<file path="src/rtl/cpu_seq_pkg.sv">
// Shared definitions for the CPU sequencer: FSM state encoding and the
// instruction field layout (MSB first: comm, mode, cin, b_sel, rd, rs1, rs2, imm).
package cpu_seq_pkg;

    typedef enum logic [1:0] {
        IDLE = 2'd0,
        EXEC = 2'd1,
        WB   = 2'd2
    } state_t;

    localparam int unsigned COMM_WIDTH = 4;
    // comm + mode + cin + b_sel
    localparam int unsigned CTRL_WIDTH = COMM_WIDTH + 3;

    function automatic int unsigned instr_width(input int unsigned dw, input int unsigned aw);
        return dw + 3 * aw + CTRL_WIDTH;
    endfunction

    function automatic int unsigned imm_lsb();
        return 0;
    endfunction

    function automatic int unsigned rs2_lsb(input int unsigned dw);
        return dw;
    endfunction

    function automatic int unsigned rs1_lsb(input int unsigned dw, input int unsigned aw);
        return dw + aw;
    endfunction

    function automatic int unsigned rd_lsb(input int unsigned dw, input int unsigned aw);
        return dw + 2 * aw;
    endfunction

    function automatic int unsigned bsel_pos(input int unsigned dw, input int unsigned aw);
        return dw + 3 * aw;
    endfunction

    function automatic int unsigned cin_pos(input int unsigned dw, input int unsigned aw);
        return dw + 3 * aw + 1;
    endfunction

    function automatic int unsigned mode_pos(input int unsigned dw, input int unsigned aw);
        return dw + 3 * aw + 2;
    endfunction

    function automatic int unsigned comm_lsb(input int unsigned dw, input int unsigned aw);
        return dw + 3 * aw + 3;
    endfunction

endpackage

</file>
<file path="src/rtl/cpu_seq_decode.sv">
// Combinational instruction field splitter.
// Ports: instr (packed instruction) in; comm/mode/cin/b_sel/rd/rs1/rs2/imm fields out.
module cpu_seq_decode
    import cpu_seq_pkg::*;
#(
    parameter int unsigned DATA_WIDTH = 16,
    parameter int unsigned ADDR_WIDTH = 3,
    localparam int unsigned INSTR_WIDTH = DATA_WIDTH + 3 * ADDR_WIDTH + CTRL_WIDTH
) (
    input  logic [INSTR_WIDTH-1:0] instr,
    output logic [COMM_WIDTH-1:0]  comm_c,
    output logic                   mode_c,
    output logic                   cin_c,
    output logic                   b_sel_c,
    output logic [ADDR_WIDTH-1:0]  rd_c,
    output logic [ADDR_WIDTH-1:0]  rs1_c,
    output logic [ADDR_WIDTH-1:0]  rs2_c,
    output logic [DATA_WIDTH-1:0]  imm_c
);

    localparam int unsigned IMM_LSB  = imm_lsb();
    localparam int unsigned RS2_LSB  = rs2_lsb(DATA_WIDTH);
    localparam int unsigned RS1_LSB  = rs1_lsb(DATA_WIDTH, ADDR_WIDTH);
    localparam int unsigned RD_LSB   = rd_lsb(DATA_WIDTH, ADDR_WIDTH);
    localparam int unsigned BSEL_POS = bsel_pos(DATA_WIDTH, ADDR_WIDTH);
    localparam int unsigned CIN_POS  = cin_pos(DATA_WIDTH, ADDR_WIDTH);
    localparam int unsigned MODE_POS = mode_pos(DATA_WIDTH, ADDR_WIDTH);
    localparam int unsigned COMM_LSB = comm_lsb(DATA_WIDTH, ADDR_WIDTH);

    assign imm_c   = instr[IMM_LSB +: DATA_WIDTH];
    assign rs2_c   = instr[RS2_LSB +: ADDR_WIDTH];
    assign rs1_c   = instr[RS1_LSB +: ADDR_WIDTH];
    assign rd_c    = instr[RD_LSB +: ADDR_WIDTH];
    assign b_sel_c = instr[BSEL_POS];
    assign cin_c   = instr[CIN_POS];
    assign mode_c  = instr[MODE_POS];
    assign comm_c  = instr[COMM_LSB +: COMM_WIDTH];

endmodule

</file>
<file path="src/rtl/cpu_sequencer.sv">
// Three-state instruction sequencer sitting next to cpu_top: accepts host
// register writes and instructions, drives the ALU from a latched instruction,
// captures the ALU result and writes it back one cycle later.
// Ports: clk/reset; host write handshake (host_wr_*); instruction handshake
// (instr_valid/instr_ready/instr); register file write/read controls (reg_*);
// ALU controls (alu_comm/mode/cin, b_source_sel, alu_b_imm) and ALU returns
// (alu_result/alu_cout); retire status (done, result, carry_flag, retired_count).
module cpu_sequencer
    import cpu_seq_pkg::*;
#(
    parameter int unsigned DATA_WIDTH = 16,
    parameter int unsigned NUM_REGS   = 8,
    localparam int unsigned ADDR_WIDTH  = $clog2(NUM_REGS),
    localparam int unsigned INSTR_WIDTH = DATA_WIDTH + 3 * ADDR_WIDTH + CTRL_WIDTH
) (
    input  logic                   clk,
    input  logic                   reset,
    input  logic                   host_wr_valid,
    output logic                   host_wr_ready,
    input  logic [ADDR_WIDTH-1:0]  host_wr_addr,
    input  logic [DATA_WIDTH-1:0]  host_wr_data,
    input  logic                   instr_valid,
    output logic                   instr_ready,
    input  logic [INSTR_WIDTH-1:0] instr,
    output logic                   reg_write_enable,
    output logic [ADDR_WIDTH-1:0]  reg_write_addr,
    output logic [DATA_WIDTH-1:0]  reg_write_data,
    output logic [ADDR_WIDTH-1:0]  reg_read_addr1,
    output logic [ADDR_WIDTH-1:0]  reg_read_addr2,
    output logic [3:0]             alu_comm,
    output logic                   alu_mode,
    output logic                   alu_cin,
    output logic                   b_source_sel,
    output logic [DATA_WIDTH-1:0]  alu_b_imm,
    input  logic [DATA_WIDTH-1:0]  alu_result,
    input  logic                   alu_cout,
    output logic                   done,
    output logic [DATA_WIDTH-1:0]  result,
    output logic                   carry_flag,
    output logic [15:0]            retired_count
);

    state_t state;
    state_t state_nxt;

    logic [INSTR_WIDTH-1:0] instr_q;
    logic [DATA_WIDTH-1:0]  alu_res_q;
    logic                   alu_cout_q;
    logic                   instr_fire_c;

    logic [COMM_WIDTH-1:0] dec_comm;
    logic                  dec_mode;
    logic                  dec_cin;
    logic                  dec_b_sel;
    logic [ADDR_WIDTH-1:0] dec_rd;
    logic [ADDR_WIDTH-1:0] dec_rs1;
    logic [ADDR_WIDTH-1:0] dec_rs2;
    logic [DATA_WIDTH-1:0] dec_imm;

    // Field split of the latched instruction
    cpu_seq_decode #(
        .DATA_WIDTH (DATA_WIDTH),
        .ADDR_WIDTH (ADDR_WIDTH)
    ) u_decode (
        .instr   (instr_q),
        .comm_c  (dec_comm),
        .mode_c  (dec_mode),
        .cin_c   (dec_cin),
        .b_sel_c (dec_b_sel),
        .rd_c    (dec_rd),
        .rs1_c   (dec_rs1),
        .rs2_c   (dec_rs2),
        .imm_c   (dec_imm)
    );

    // ALU controls follow the latch, so they hold the last instruction outside EXEC
    assign alu_comm       = dec_comm;
    assign alu_mode       = dec_mode;
    assign alu_cin        = dec_cin;
    assign b_source_sel   = dec_b_sel;
    assign alu_b_imm      = dec_imm;
    assign reg_read_addr1 = dec_rs1;
    assign reg_read_addr2 = dec_rs2;

    assign instr_fire_c = instr_valid && instr_ready;

    // State register
    always_ff @(posedge clk) begin
        if (reset) begin
            state <= IDLE;
        end else begin
            state <= state_nxt;
        end
    end

    // Next-state logic
    always_comb begin
        state_nxt = state;
        case (state)
            IDLE:    if (instr_fire_c) state_nxt = EXEC;
            EXEC:    state_nxt = WB;
            WB:      state_nxt = IDLE;
            default: state_nxt = IDLE;
        endcase
    end

    // Output logic; host writes bypass straight to the register file in IDLE
    always_comb begin
        host_wr_ready    = 1'b0;
        instr_ready      = 1'b0;
        reg_write_enable = 1'b0;
        reg_write_addr   = '0;
        reg_write_data   = '0;
        done             = 1'b0;
        case (state)
            IDLE: begin
                host_wr_ready = 1'b1;
                instr_ready   = !host_wr_valid;
                if (host_wr_valid) begin
                    reg_write_enable = 1'b1;
                    reg_write_addr   = host_wr_addr;
                    reg_write_data   = host_wr_data;
                end
            end
            WB: begin
                reg_write_enable = 1'b1;
                reg_write_addr   = dec_rd;
                reg_write_data   = alu_res_q;
                done             = 1'b1;
            end
            default: ;
        endcase
        // Reset aborts any in-flight write or retire
        if (reset) begin
            host_wr_ready    = 1'b0;
            instr_ready      = 1'b0;
            reg_write_enable = 1'b0;
            done             = 1'b0;
        end
    end

    // Instruction latch, ALU capture and retire bookkeeping
    always_ff @(posedge clk) begin
        if (reset) begin
            instr_q       <= '0;
            alu_res_q     <= '0;
            alu_cout_q    <= 1'b0;
            result        <= '0;
            carry_flag    <= 1'b0;
            retired_count <= '0;
        end else begin
            if (state == IDLE && instr_fire_c) begin
                instr_q <= instr;
            end
            if (state == EXEC) begin
                alu_res_q  <= alu_result;
                alu_cout_q <= alu_cout;
            end
            if (state == WB) begin
                result        <= alu_res_q;
                carry_flag    <= alu_cout_q;
                retired_count <= retired_count + 16'd1;
            end
        end
    end

endmodule
</file>
<file path="config.mk">
export PLATFORM = sky130hd
export DESIGN_NAME = cpu_sequencer
export DESIGN_NICKNAME = d
export VERILOG_FILES = /design/src/rtl/cpu_seq_pkg.sv /design/src/rtl/cpu_seq_decode.sv /design/src/rtl/cpu_sequencer.sv
export SDC_FILE = /design/constraint.sdc
export NUM_CORES = 1
export LEC_CHECK = 0
export CAP_MARGIN = 20
export CORE_MARGIN = 10
export CORE_UTILIZATION = 30
export DETAILED_ROUTE_END_ITERATION = 7
export SYNTH_ARGS = -nofsm -noshare
export SYNTH_HDL_FRONTEND = slang
export SYNTH_SLANG_ARGS = --single-unit
</file>
<file path="constraint.sdc">
create_clock -name clk -period 3.5 [get_ports clk]
set_clock_uncertainty 0.15 [all_clocks]
set_input_delay 0.875 -clock clk [delete_from_list [all_inputs] [get_ports clk]]
set_output_delay 0.875 -clock clk [all_outputs]
set_load 0.02 [all_outputs]
</file>
==> After elaboration in Yosys (flattened, before gate mapping) <==
Index checks and enable logic that the tools add are counted.
{ "classes": {"addsub": 1, "n_mux": 15, "eq_ne": 3, "reduce_logical": 4} }
{ "ops": {"columns": ["operator", "n"], "rows": [
  ["$pmux 16 s2", 1],
  ["$add 16x1->16 const B", 1],
  ["$mux 16", 1],
  ["$mux 1", 8],
  ["$pmux 3 s2", 1],
  ["$pmux 2 s2", 1],
  ["$mux 3", 1],
  ["$eq 2x1->1 const B", 1],
  ["$eq 2x2->1 const B", 1],
  ["$logic_and 1x1->1", 2],
  ["$logic_not 2->1", 1],
  ["$mux 2", 1],
  ["$ne 2x2->1 const B", 1],
  ["$pmux 1 s2", 1],
  ["$logic_not 1->1", 1]
]} }
{ "totals": {"output_inout_bits": 85, "inputBits": 72, "regBits": 84, "wordCells": 30} }

==> Longest topological paths before layout <==
{ "logic_depth": {"depth_word": 6, "depth_mapped": 7, "mapped_depth_nobuf": 5} }

==> Modules after synthesis <==
From an unflattened synthesis, not the netlist that was laid out.
{ "hier_totals": {"hier_cells": 450, "area_unflattened_um2": 3498.4} }
{ "by_module_without_submodules": {"columns": ["module", "cells_each", "instances", "seq_area_each_um2", "area_per_inst_um2"], "rows": [
  ["cpu_sequencer", 418, 1, 1681.6, 3258.1],
  ["cpu_seq_decode", 32, 1, 0.0, 240.2]
]} }

==> Least setup slack after synthesis <==
Ideal clock, no wire load.
{ "synth_path": {"kind": "input to output", "startpoint": "input port reset", "endpoint": "output port done", "required_ns": 2.475, "path_buffers": 3, "cell_stages": 4, "arrival_ns": 1.844, "setup_slack_ns": 0.631, "path_cell_list": "clkbuf_1 -> clkbuf_1 -> clkbuf_1 -> nor2_1"} }
{ "synth_between": {"elab_chain_cells": 1} }
{ "synth_lines": {"columns": ["element", "line", "text"], "rows": [
  ["from (decl)", "cpu_sequencer.sv:17", "input logic reset,"],
  ["$mux 1", "cpu_sequencer.sv:134", "if (reset) begin"],
  ["to (decl)", "cpu_sequencer.sv:37", "output logic done,"]
]} }
No other way between the ends.

==> Final worst setup path <==
{ "layout_path": {"startpoint": "input port host_wr_valid", "endpoint": "output port reg_write_data[0]"} }
{ "layout_between": {"elab_chain_cells": 2} }
{ "layout_lines": {"columns": ["element", "line", "text"], "rows": [
  ["from (decl)", "cpu_sequencer.sv:18", "input logic host_wr_valid,"],
  ["$mux 16", "cpu_sequencer.sv:119", "if (host_wr_valid) begin"],
  ["$pmux 16 s2", "cpu_sequencer.sv:115", "case (state)"],
  ["to (decl)", "cpu_sequencer.sv:27", "output logic [DATA_WIDTH-1:0] reg_write_data,"]
]} }
No other way between the ends.

==> results.md <==
- Ports: 157
- Top cells by area, synth: dfxtp_1 52%, nand2_1 20%, a21oi_1 11%, xor2_1 2.7%, clkbuf_1 2.2%
- Mean post-synth cell area: 7.79 sq um
- Hold Vio Cnt, Final: 0
- Worst Reg-to-Reg Cells: 5
- Pwr Total: 2.00 mW
- Yosys top cell by area: dfxtp_1
- Post-route insts no fill: 707
- Ant diodes: 0
- Number of cell rows: 37
- Vias in the first global route: 3188
- Total of max-cap violations: 0
- Achievable frequency: 292 MHz
- CTS Buffer Depth: 2
- Critical Path Sink Type: output pin
- DR vias: 3192
- Slew margin rel.: 0.517
- CP max FO: 6
- Starting Density: 0.311
- DIE WIDTH: 124 um
- Most instantiated cells after synthesis: 172 x nand2_1, 84 x dfxtp_1, 69 x a21oi_1
- # fillers: 1074
- CTS Buf Count: 9
- Final Wtd Congestion: 0.740
- Gr usage total: 0.132
- Core ar.: 10500 sq um
- RSZ-0062 raised after global routing: false
- Hold Crit Endpoint: instr_q[25]
- Pwr dens: 393 nW/um^2
- Seq/Total Area, Yosys: 0.516
- Most common cell in the netlist: nand2_1
- Synthesized Nets: 491
- Post-route DRC: 0
- TritonCTS clock tree: done
- WHS Path Cells: 2
- Die height: 124 um
- Startpoint Class: input port
- CP arrival: 2.39 ns
- Pin count of the biggest net entering global routing: 51
- Synthesized area: 3260 sq um
- Multi-input logic area: 1430 sq um
- Yosys reg bits: 84
- Min-delay src: instr_q[25]
- First-pass detailed-route iteration total: 4
- Fin crit period: 3.42 ns
- Clock Pin Slew Worst Setup and Hold Paths: 0.08 ns
- Number of port buffers: 156
- Synthesis-to-finish area growth: 56.4%
- Dpl cells: 689
- Worst EP required: 2.47 ns
- H-tree depth: 3
- Reg2reg end: retired_count[15]
- Asr flop ratio synth: 0
- Register Area: 1680 sq um
- Share of cells above drive strength 1: 0.0718
- Hold WC Path Type: reg -> reg
- Clock net sink count: 84
- DP HPWL: 7880 um
- Final #Nets: 639
- Initial antenna violation count: 0
- Share of the synthesized area in the top cell type: 0.516
- Main synth FF type: dfxtp_1
- Final WL: 10700 um
- R2r setup slk: 1.16 ns
- Detail Route Antenna Nets: 0
- Yosys warns: 0
- Synthesized instance count: 418
- Reg2reg start: state[1]
- Critical path class: in -> out
- Iter 0 DRT Violations: 197
- Peak VDD IR: 0.236 mV
- Placed Area: 4910 sq um
- Netlist cell types: 33
- Static leakage: 1.90 nW
- Die Area: 15400 sq um
- Root Buffer: clkbuf_8
- Clk Latency, worst-skew pair: 0.35 ns
- Final setup violation count: 0
- Total congestion overflow: 0
- Slew Limit Fails: 0
- Period utilization: 0.977
- Routed WL per cell: 15.1 um
- Vias/cell: 4.51
- Fin Hold WS: 0.305 ns
- Final instance area: 5100 sq um
- First-pass GRT wire length: 17000 um
- Status: finished, final reports clean
- Worst-Margin Slew: 0.724 ns
- EDFF count, synth: 0
==> worst max-delay path by stage <==
stage                       start                 end  slack, ns  depth (start not counted)
floorplan                   reset                done       0.63                          4
global placement    host_wr_valid  reg_write_data[12]      -0.24                          6
detailed placement  host_wr_valid   reg_write_data[9]      -0.26                          6
CTS                 host_wr_valid  reg_write_data[11]     0.0008                          7
global route        host_wr_valid   reg_write_data[0]     0.0006                          7
finish              host_wr_valid   reg_write_data[0]       0.08                          7
==> per-stage QoR <==
step / setup WS (ns) / util / TNS (ns)
after floorplan: 0.631 / - / 0
after global placement: -0.243 / 0.469 / -4.03
after detailed placement: -0.261 / 0.469 / -4.58
after CTS: 0.000833 / 0.489 / 0
after global routing: 0.000611 / 0.487 / 0
final: 0.0803 / 0.487 / 0
==> metal layers <==
| layer | routed length (um) | GRT usage |
|---|---|---|
| met3 | 1040 | 0.0641 |
| met1 | 4420 | 0.148 |
| met4 | 156 | 0.0382 |
| met5 | 0 | 0 |
| met2 | 5060 | 0.215 |
==> final cells by class <==
class                   count  share of cell area
clock buffers              12              0.0285
clock inverters             4              0.0142
inverters                   2             0.00147
multi-input cells         302               0.281
flip-flops and latches     84               0.330
well taps                 136              0.0334
repair buffers            167               0.312
==> where the power goes <==
| group | total [mW] | internal [mW] | switching, mW |
|---|---|---|---|
| Combinational | 0.253 | 0.133 | 0.120 |
| Clock | 0.763 | 0.421 | 0.341 |
| Sequential | 0.987 | 0.975 | 0.0121 |
==> layout by cell type (no fill, tap or decap), types with 3 or more instances in the layout <==
master / instances
nand2_1: 172
clkdlybuf4s50_1: 136
dfxtp_1: 84
a21oi_1: 69
nor2_1: 16
buf_4: 11
xor2_1: 10
clkbuf_8: 10
clkbuf_2: 9
nand4_1: 7
dlygate4sd2_1: 5
clkdlybuf4s15_1: 5
a22o_1: 3
==> registers in the layout, indices dropped and copies added (netlist names) <==
signal	flops
retired_count	16
alu_cout_q	1
state	2
instr_q	32
carry_flag	1
result	16
alu_res_q	16
==> cells by family after synthesis <==
kind of cell,Yosys count,synth area share
adders and majority gates,1,0.00384
xor gates and xnor gates,12,0.0323
buffers and inverters,32,0.0465
muxes,1,0.00307
DFF,84,0.516
AOI/OAI and AO/OA,74,0.118
and+or+nand+nor,214,0.280
==> timing repair <==
item	in CTS	in global routing
setup buffers	1	1
resized for setup	24	19
pin swaps	0	0
hold buffers	0	0
setup endpoints to repair	19	9
==> critical path, cell delays in order <==
cell,delay (ns)
clkdlybuf4s50_1,0.55
nor3b_4,0.27
buf_4,0.14
buf_4,0.13
nand2_1,0.05
nand2_1,0.05
dlygate4sd2_1,0.33
No activity file was read; power rests on OpenSTA's default activity.
==> variant, RTL diff (same settings) <==
Change the parameter `NUM_REGS` from 8 to 4.
--- a/src/rtl/cpu_sequencer.sv
+++ b/src/rtl/cpu_sequencer.sv
@@ -9,7 +9,7 @@
     import cpu_seq_pkg::*;
 #(
     parameter int unsigned DATA_WIDTH = 16,
-    parameter int unsigned NUM_REGS   = 8,
+    parameter int unsigned NUM_REGS   = 4,
     localparam int unsigned ADDR_WIDTH  = $clog2(NUM_REGS),
     localparam int unsigned INSTR_WIDTH = DATA_WIDTH + 3 * ADDR_WIDTH + CTRL_WIDTH
 ) (
Interface: changed (5 resized); port bits go from 157 to 150. The function was not compared with the original's and may differ.
==> variant against the unedited design <==
  * Sequential power decreased by 3.6%
  * Global-route usage increased by 0.32 points
  * Total power decreased by 3.5%
  * Area after synthesis decreased by 3.5%
  * Routed wire length decreased by 2.0%
  * Cell area decreased by 3.5%
  * Final cell count decreased by 3.4%
  * Sequential cell count decreased by 3
  * Die area decreased by 2.9%
  * Setup slack got worse by 38 ps
  * Critical endpoint is now instr_ready
  * Largest cell class unchanged
  * Highest routed layer unchanged
==> variant: results (changes against the unedited design) <==
[outcome]
status = complete, no violations

[power]
p_sw_w = 0.000449  ; -5.0%
leakagePower_nw = 1.86  ; -2.5%
ir_worst_vdd_mv = 0.180  ; -24%
combinationalPowerShare = 0.124  ; -0.002

[layout]
layout.nets = 612  ; -4.2%
seqCellArea_um2 = 1620  ; -3.6%
buffers = 157  ; -6.0%
fin_util = 0.479  ; -0.00839
area_delta_synth_final_pct = 56.5  ; about the same
drive_gt1_frac = 0.0530  ; -0.0188
multi_input_area_um2 = 1380  ; -3.9%
largest_reg_flops = 29  ; -9.4%
multi_input_gates = 292  ; -3.3%
buffer_area_frac = 0.312  ; +0.000491
fill_cells = 1054  ; -1.9%
clock_area_frac = 0.0427  ; about the same

[clock_network]
cts_sinks = 81  ; -3.6%
cts_setup_buffers = 0  ; -1

[placed_design]
gp_congestion = 0.720  ; -2.7%
placed_area_um2 = 4730  ; -3.6%
io_buffers = 149  ; -4.5%
dp_hpwl_mm = 7.64  ; -3.0%
dp.cells = 668  ; -3.0%
pre_cts_ws_ps = -63.2  ; +198 ps

[synth]
muxShareOfSynthArea = 0.00318  ; +0.000111
synth-compound-area-share = 0.115  ; -0.00329
ys_types = 35  ; +6.1%
synthesis.nets = 473  ; -3.7%
synthTopCellsByCount = nand2_1 (166), dfxtp_1 (81), a21oi_1 (66)
synth_fa_ha_area_frac = 0.00398  ; +0.000139
synth_area_leaders = dfxtp_1 (52%), nand2_1 (20%), a21oi_1 (11%)
ys_seq_area_frac = 0.516  ; about the same
avgSynthCellArea_um2 = 7.78  ; -0.15%

[grt]
grt_pass1_vias = 2902  ; -9.0%
grt_pass1_wl_mm = 16.0  ; -5.9%
grt_util_all_layers = 0.135  ; +0.00325
grt_max_degree = 46  ; -9.8%
gr-usage-met3 = 0.0574  ; -0.00675
grt_use_met1 = 0.151  ; +0.00311
gr-usage-met2 = 0.222  ; +0.00630

[timing]
slew_headroom = 0.507  ; -0.0105
hold-worst-slack_ps = 304  ; -0.514 ps

[drt]
routed_wl_mm = 10.5  ; -2.0%
viasPerCell = 4.47  ; -1.0%
met1Wirelength_mm = 4.21  ; -4.7%
wl_met2_mm = 5.13  ; +1.4%

[worst_setup_path]
critPathMaxFanout = 2  ; -4
critPathArrivalTime_ps = 2430  ; +40 ps

[variant: cell types whose count changed in the layout (fill, tap and decap cells not counted), moves of 3 or more]
cell / delta
buf_4: -3
clkdlybuf4s15_1: -5
clkbuf_2: -9
clkdlybuf4s50_1: -6
dfxtp_1: -3
nand2_1: -6
dlygate4sd2_1: +12
a21oi_1: -3
[variant: worst max path at each step]
| stage | start | endpoint | slack [ps] | cells after the start |
|---|---|---|---|---|
| floorplan | host_wr_valid | reg_write_data[0] | 700 | 4 |
| global placement | host_wr_valid | reg_write_data[12] | -50 | 6 |
| detailed placement | host_wr_valid | reg_write_data[8] | -60 | 6 |
| CTS | host_wr_valid | instr_ready | 20 | 4 |
| global route | host_wr_valid | instr_ready | 2 | 4 |
| finish | host_wr_valid | instr_ready | 40 | 4 |
[variant: repair_timing]
item | 4_1_cts | 5_1_grt
gates resized for setup | 17 | 0
endpoints found under the hold margin | 0 | 0
endpoints found under the setup margin | 17 | 0
